**config.mk**
```make
export PLATFORM = sky130hd
export DESIGN_NAME = lookup_table_multi_read_flat
export DESIGN_NICKNAME = d
export VERILOG_FILES = /design/src/rtl/lookup_table_multi_read_if.sv /design/src/rtl/lookup_table_multi_read.sv /design/src/flat_wrapper.sv
export SDC_FILE = /design/constraint.sdc
export NUM_CORES = 1
export LEC_CHECK = 0
export CAP_MARGIN = 10
export CORE_AREA = 4 4 143 145
export CTS_CLUSTER_SIZE = 25
export DETAILED_ROUTE_END_ITERATION = 10
export DIE_AREA = 0 0 147 149
export PLACE_DENSITY = 0.61
export SYNTH_ARGS = -nofsm -noshare
export SYNTH_HDL_FRONTEND = slang
export SYNTH_SLANG_ARGS = --single-unit
```
**constraint.sdc**
```tcl
create_clock -name clk -period 3.4 [get_ports clk]
set_input_delay 0.34 -clock clk [delete_from_list [all_inputs] [get_ports clk]]
set_output_delay 0.34 -clock clk [all_outputs]
set_load 0.01 [all_outputs]
```
**src/rtl/lookup_table_multi_read_if.sv**
```systemverilog
// Databus bundle between lookup_table_multi_read (master) and the system
// memory interconnect (slave): burst read request plus returned beats.
interface lookup_table_multi_read_if #(
  parameter int AXI_DATA_W = 32,
  parameter int AXI_ADDR_W = 32,
  parameter int LEN_W      = 8
);
  logic                    databus_valid_0;
  logic                    databus_ready_0;
  logic                    databus_last_0;
  logic [AXI_ADDR_W-1:0]   databus_addr_0;
  logic [LEN_W-1:0]        databus_len_0;
  logic [AXI_DATA_W-1:0]   databus_rdata_0;
  logic [AXI_DATA_W-1:0]   databus_wdata_0;
  logic [AXI_DATA_W/8-1:0] databus_wstrb_0;

  modport master (
    output databus_valid_0, databus_addr_0, databus_len_0,
           databus_wdata_0, databus_wstrb_0,
    input  databus_ready_0, databus_last_0, databus_rdata_0
  );

  modport slave (
    input  databus_valid_0, databus_addr_0, databus_len_0,
           databus_wdata_0, databus_wstrb_0,
    output databus_ready_0, databus_last_0, databus_rdata_0
  );
endinterface

```
**src/rtl/lookup_table_multi_read.sv**
```systemverilog
// Multi-lane ping-pong lookup table: bursts a table into external replicated
// memory and serves NUM_OUT lookups per cycle. Optional LUT_MULTI_READ_CLAMP_EN.
module lookup_table_multi_read #(
  parameter  int DATA_W     = 32,
  parameter  int AXI_DATA_W = 32,
  parameter  int AXI_ADDR_W = 32,
  parameter  int MEM_ADDR_W = 10,
  parameter  int LEN_W      = 8,
  parameter  int NUM_OUT    = 2,
  localparam int SEL_W      = $clog2(AXI_DATA_W / DATA_W),
  localparam int IDX_W      = MEM_ADDR_W - 1 + SEL_W
) (
  input  logic                          clk,
  input  logic                          rst_n,
  input  logic                          run,
  input  logic                          running,
  input  logic                          disabled,
  output logic                          done,
  lookup_table_multi_read_if.master     databus,
  input  logic [NUM_OUT*IDX_W-1:0]      in_i,
  output logic [NUM_OUT*DATA_W-1:0]     out_o,
  output logic [NUM_OUT*MEM_ADDR_W-1:0] ext_rd_addr_o,
  input  logic [NUM_OUT*AXI_DATA_W-1:0] ext_rd_data_i,
  output logic [MEM_ADDR_W-1:0]         ext_wr_addr_o,
  output logic [AXI_DATA_W-1:0]         ext_wr_data_o,
  output logic                          ext_wr_en_o,
  input  logic [AXI_ADDR_W-1:0]         ext_addr,
  input  logic [LEN_W-1:0]              length,
  input  logic [IDX_W-1:0]              entries,
  input  logic                          pingPong
);

  typedef enum logic {IDLE, LOAD} state_t;

  state_t                state, state_nxt;
  logic                  done_nxt;
  logic [AXI_ADDR_W-1:0] addr_q, addr_nxt;
  logic [MEM_ADDR_W-2:0] wcnt, wcnt_nxt;
  logic                  pp, pp_nxt;
  logic                  rd_bank;

  always_ff @(posedge clk or negedge rst_n) begin
    if (!rst_n) begin
      state  <= IDLE;
      done   <= 1'b1;
      addr_q <= '0;
      wcnt   <= '0;
      pp     <= 1'b0;
    end else begin
      state  <= state_nxt;
      done   <= done_nxt;
      addr_q <= addr_nxt;
      wcnt   <= wcnt_nxt;
      pp     <= pp_nxt;
    end
  end

  // pp flips on any run accepted in IDLE, even a disabled one that loads nothing
  always_comb begin
    state_nxt               = state;
    done_nxt                = done;
    addr_nxt                = addr_q;
    wcnt_nxt                = wcnt;
    pp_nxt                  = pp;
    databus.databus_valid_0 = 1'b0;
    ext_wr_en_o             = 1'b0;
    case (state)
      IDLE: begin
        if (run) begin
          pp_nxt = pingPong ? ~pp : 1'b0;
          if (!disabled) begin
            state_nxt = LOAD;
            done_nxt  = 1'b0;
            addr_nxt  = ext_addr;
            wcnt_nxt  = '0;
          end
        end
      end
      LOAD: begin
        databus.databus_valid_0 = 1'b1;
        ext_wr_en_o             = databus.databus_ready_0;
        if (databus.databus_ready_0) begin
          wcnt_nxt = wcnt + 1'b1;
          if (databus.databus_last_0) begin
            state_nxt = IDLE;
            done_nxt  = 1'b1;
          end
        end
        if (!running) begin
          state_nxt = IDLE;
          done_nxt  = 1'b1;
        end
      end
      default: state_nxt = IDLE;
    endcase
  end

  assign databus.databus_addr_0  = addr_q;
  assign databus.databus_len_0   = length;
  assign databus.databus_wdata_0 = '0;
  assign databus.databus_wstrb_0 = '0;
  assign ext_wr_addr_o           = {pp, wcnt};
  assign ext_wr_data_o           = databus.databus_rdata_0;
  assign rd_bank                 = pingPong & ~pp;

`ifndef LUT_MULTI_READ_CLAMP_EN
  logic unused_entries;
  assign unused_entries = ^entries;
`endif

  for (genvar n = 0; n < NUM_OUT; n++) begin : g_lane
    logic [IDX_W-1:0]      idx_raw;
    logic [IDX_W-1:0]      idx;
    logic [MEM_ADDR_W-1:0] rd_addr;
    logic [AXI_DATA_W-1:0] rd_word;

    assign idx_raw = in_i[n*IDX_W +: IDX_W];
`ifdef LUT_MULTI_READ_CLAMP_EN
    assign idx = (entries != '0 && idx_raw >= entries) ? entries - 1'b1 : idx_raw;
`else
    assign idx = idx_raw;
`endif

    always_ff @(posedge clk or negedge rst_n) begin
      if (!rst_n) rd_addr <= '0;
      else        rd_addr <= {rd_bank, idx[IDX_W-1:SEL_W]};
    end

    assign ext_rd_addr_o[n*MEM_ADDR_W +: MEM_ADDR_W] = rd_addr;
    assign rd_word = ext_rd_data_i[n*AXI_DATA_W +: AXI_DATA_W];

    // Select rides alongside the address register and the memory read stage
    if (SEL_W > 0) begin : g_sel
      logic [SEL_W-1:0] sel_d1, sel_d2;
      always_ff @(posedge clk or negedge rst_n) begin
        if (!rst_n) begin
          sel_d1 <= '0;
          sel_d2 <= '0;
        end else begin
          sel_d1 <= idx[SEL_W-1:0];
          sel_d2 <= sel_d1;
        end
      end
      assign out_o[n*DATA_W +: DATA_W] = rd_word[sel_d2*DATA_W +: DATA_W];
    end else begin : g_pass
      assign out_o[n*DATA_W +: DATA_W] = rd_word[DATA_W-1:0];
    end
  end

endmodule

```
**src/flat_wrapper.sv**
```systemverilog
// flat-port wrapper written by rule: the top's interface ports become plain ports
module lookup_table_multi_read_flat 
#(
  parameter  int DATA_W     = 32,
  parameter  int AXI_DATA_W = 32,
  parameter  int AXI_ADDR_W = 32,
  parameter  int MEM_ADDR_W = 10,
  parameter  int LEN_W      = 8,
  parameter  int NUM_OUT    = 2,
  localparam int SEL_W      = $clog2(AXI_DATA_W / DATA_W),
  localparam int IDX_W      = MEM_ADDR_W - 1 + SEL_W
)
  (clk, rst_n, run, running, disabled, done, in_i, out_o, ext_rd_addr_o, ext_rd_data_i, ext_wr_addr_o, ext_wr_data_o, ext_wr_en_o, ext_addr, length, entries, pingPong, databus_databus_valid_0, databus_databus_addr_0, databus_databus_len_0, databus_databus_wdata_0, databus_databus_wstrb_0, databus_databus_ready_0, databus_databus_last_0, databus_databus_rdata_0);
  lookup_table_multi_read_if #(.AXI_DATA_W(AXI_DATA_W), .AXI_ADDR_W(AXI_ADDR_W), .LEN_W(LEN_W)) databus_i ();
  input  logic clk;
  input  logic rst_n;
  input  logic run;
  input  logic running;
  input  logic disabled;
  output logic done;
  input  logic [NUM_OUT*IDX_W-1:0] in_i;
  output logic [NUM_OUT*DATA_W-1:0] out_o;
  output logic [NUM_OUT*MEM_ADDR_W-1:0] ext_rd_addr_o;
  input  logic [NUM_OUT*AXI_DATA_W-1:0] ext_rd_data_i;
  output logic [MEM_ADDR_W-1:0] ext_wr_addr_o;
  output logic [AXI_DATA_W-1:0] ext_wr_data_o;
  output logic ext_wr_en_o;
  input  logic [AXI_ADDR_W-1:0] ext_addr;
  input  logic [LEN_W-1:0] length;
  input  logic [IDX_W-1:0] entries;
  input  logic pingPong;
  output wire logic [$bits(databus_i.databus_valid_0)-1:0] databus_databus_valid_0;
  output wire logic [$bits(databus_i.databus_addr_0)-1:0] databus_databus_addr_0;
  output wire logic [$bits(databus_i.databus_len_0)-1:0] databus_databus_len_0;
  output wire logic [$bits(databus_i.databus_wdata_0)-1:0] databus_databus_wdata_0;
  output wire logic [$bits(databus_i.databus_wstrb_0)-1:0] databus_databus_wstrb_0;
  input wire logic [$bits(databus_i.databus_ready_0)-1:0] databus_databus_ready_0;
  input wire logic [$bits(databus_i.databus_last_0)-1:0] databus_databus_last_0;
  input wire logic [$bits(databus_i.databus_rdata_0)-1:0] databus_databus_rdata_0;
  assign databus_databus_valid_0 = databus_i.databus_valid_0;
  assign databus_databus_addr_0 = databus_i.databus_addr_0;
  assign databus_databus_len_0 = databus_i.databus_len_0;
  assign databus_databus_wdata_0 = databus_i.databus_wdata_0;
  assign databus_databus_wstrb_0 = databus_i.databus_wstrb_0;
  assign databus_i.databus_ready_0 = databus_databus_ready_0;
  assign databus_i.databus_last_0 = databus_databus_last_0;
  assign databus_i.databus_rdata_0 = databus_databus_rdata_0;
  lookup_table_multi_read #(.DATA_W(DATA_W), .AXI_DATA_W(AXI_DATA_W), .AXI_ADDR_W(AXI_ADDR_W), .MEM_ADDR_W(MEM_ADDR_W), .LEN_W(LEN_W), .NUM_OUT(NUM_OUT)) u_core (.clk(clk), .rst_n(rst_n), .run(run), .running(running), .disabled(disabled), .done(done), .databus(databus_i), .in_i(in_i), .out_o(out_o), .ext_rd_addr_o(ext_rd_addr_o), .ext_rd_data_i(ext_rd_data_i), .ext_wr_addr_o(ext_wr_addr_o), .ext_wr_data_o(ext_wr_data_o), .ext_wr_en_o(ext_wr_en_o), .ext_addr(ext_addr), .length(length), .entries(entries), .pingPong(pingPong));
endmodule
```
==> results.toml <==
[layout]
multiInputGateArea_um2 = 855
drive_above_1_share_pct = 17.5
regArea_um2 = 1580
nNetsFinal = 482
area_growth_pct = 25.4
diodes = 0
fillers = 2043

[timing]
fin_tns_setup_ns = 0
rsz0062_at_grt = "false"
period_minus_slack_ns = 2.00
drv_slew = 0
maxSlewHeadroom_pct = 44.6
finalHoldViolCount = 0
period_share_pct = 58.8
skew_ns = 0.00625
worstMarginPinSlew_ns = 0.830
setup_viol = 0
fmax_ghz = 0.500

[drt]
dr.pass1.iters = 4
detail-route-antenna-nets = 0
drc = 0
first_iter_violations = 63
viasPerCell = 3.28
via_count = 1900
wl_per_cell_um = 15.0
routed_wl_mm = 8.71

[floorplan]
rows = 51
die_area_um2 = 21900
initial_utilization_pct = 18.0
core-area_um2 = 19200
ioPinCount = 376
die_w_um = 147
die_h_um = 149

[global_route]
grt_max_degree = 64
grt_usage_pct = 7.96
grt.overflow.total = 0
grt_pass1_wl_mm = 13.0
grt_pass1_vias = 2134
antenna_found_initial = 0

[clocking]
cts_tree = "yes"
cts.reportedPaths.clkPinSlew_ns = 0.06
cts_sinks = 63
htreeDepth = 3
cts_setup_buffers = 0
numCtsBuffers = 9
clk_latency_ns = 0.33
ctsRootBufferMaster = "clkbuf_16"
post_cts_resized = 0
hold_buffers = 0
cts_buffer_depth = 2

[yosys]
ys_seq_area_share_pct = 45.6
async_reset_ff_share_pct = 100
ys_types = 26
synth_ff_type = "dfrtp_1"
synthCells = 288
syn_area_um2 = 3460
ys_ff_latch = 63
ys_warn_count = 0
avgSynthCellArea_um2 = 12.0
synth_edf_count = 0

[setup_path]
worst-setup-path-type = "primary input to output pin"
rr_endpoint = "u_core.databus.databus_addr_0[1]"
r2r_slack_ns = 1.49
timing.rr.start = "u_core.state"
reg2regPathDepth = 3
slowest_delay_ns = 0.55
worst_path_max_delay_cell = "clkdlybuf4s50_1"
cp_max_fo = 5
arrival_ns = 1.66
crit_path_start_kind = "primary input"
endpoint_kind = "output pin"
crit_family = "buffers and inverters"
cp_cell_sequence = "clkdlybuf4s50_1 > nand2_1 > inv_1 > clkdlybuf4s50_1"
cp_common_cell = "clkdlybuf4s50_1"
crit_buf_inv = 3
cp.required_ns = 3.06

[placed_design]
dp_hpwl_mm = 6.57
place.gp.congestion = 0.664
numPortBuffers = 122

[power]
p_sw_mw = 0.632
clockPowerShare_pct = 41.0
p_leak_nw = 1.86
finalPower_mw = 2.52
power_density_nw_per_um2 = 580
peakVddDrop_mv = 0.206
sw_frac_of_total_pct = 25.1
combinationalPowerShare_pct = 22.2
internal-power_mw = 1.88
p_seq_share_pct = 36.8

[run]
maxCapViolations = 0

[status]
outcome = "finished clean"

[hold_path]
hold_path.class = "primary input to asynchronous set/reset pin"
==> metal layers <==
layer | track usage (%) | part of all wire (%) | vias up
met5 | 0 | 0 | -
met4 | 6.29 | 6.0 | 0
met3 | 4.74 | 13 | 54
met2 | 12.6 | 48 | 147
met1 | 7.54 | 33 | 898
li1 | - | - | 801
==> placed cells by master, fill, tap and decap left out, types with 2 or more instances in the layout <==
master and n:
nor2_1 2, mux2_2 5, or3_1 4, nand4_1 3, inv_1 4, or4_1 2, buf_4 2, clkbuf_16 9
clkinvlp_4 2, dfrtp_1 62, conb_1 36, nand2_1 3, clkdlybuf4s50_1 121, o31ai_1 2, a21oi_1 7, nor2b_1 2
nand3_1 3, bufinv_16 2, mux2_4 28, o21ai_0 6
==> Yosys cell counts (2+ instances only) <==
cell	number	area share, %
buf_12	3	1.7
a21oi_1	7	1.0
mux2_4	28	12
mux2_2	5	1.6
nor2_1	2	0.22
nand4_1	3	0.54
nand2_1	3	0.33
o21ai_0	6	0.87
or4_1	2	0.43
inv_1	4	0.43
buf_4	142	31
o31ai_1	2	0.43
dfrtp_1	62	45
nor2b_1	2	0.36
nand3_1	3	0.43
or3_1	4	0.72
==> through the flow <==
stage	setup WS (ns)	area, um^2	instances	hold WS (ns)	utilization [%]
floorplan	1.84	3590	323	0.0444	-
global placement	1.23	4010	564	0.463	20.9
detailed placement	1.20	4010	564	0.479	20.9
CTS	1.39	4340	580	0.134	22.6
global route	1.29	4340	580	0.181	22.6
finish	1.40	4340	580	0.113	22.6
==> kinds of logic after synthesis <==
family                     Yosys count  share of synthesized area, %
muxes                               33                          13.8
adders and majority gates            1                         0.362
and+or+nand+nor                     21                          3.55
xor gates and xnor gates             1                         0.253
other                                1                         0.108
buffers and inverters              151                          33.4
DFF                                 63                          45.6
AOI/OAI and AO/OA                   17                          2.86
==> registers in the layout, summed over array words and instances (netlist names) <==
| name | cells |
|---|---|
| u_core.done | 1 |
| u_core.state | 1 |
| u_core.pp | 1 |
| u_core.wcnt | 9 |
| u_core.g_lane.rd_addr | 19 |
| u_core.databus.databus_addr_0 | 32 |
==> power by group through the flow <==
stage,combinational [mW],clock [mW],sequential (mW)
finish,0.559,1.03,0.925
global route,0.595,1.12,0.943
CTS,0.568,1.08,0.927
detailed placement,0.564,0,0.939
global placement,0.555,0,0.934
floorplan,0.347,0,0.980
==> final cells by class <==
| type | instances | area share (%) |
|---|---|---|
| Sequential cell | 63 | 36.4 |
| Timing Repair Buffer | 123 | 28.3 |
| Multi-Input combinational cell | 109 | 19.7 |
| Tap cell | 265 | 7.65 |
| Clock buffer | 10 | 5.51 |
| Clock inverter | 6 | 2.14 |
| Inverter | 4 | 0.346 |
==> worst max-delay path by stage <==
stage,slack (ns),depth (start not counted),startpoint,to
3_3_place_gp,1.23,4,run,u_core.databus.databus_addr_0[3]
2_1_floorplan,1.84,4,u_core.state,u_core.databus.databus_addr_0[0]
5_1_grt,1.29,3,u_core.state,ext_wr_en_o
4_1_cts,1.39,3,u_core.state,ext_wr_en_o
3_5_place_dp,1.20,4,run,u_core.databus.databus_addr_0[7]
6_report,1.40,4,databus_databus_ready_0,ext_wr_en_o
Note: power is estimated with default switching activity, not from simulation.
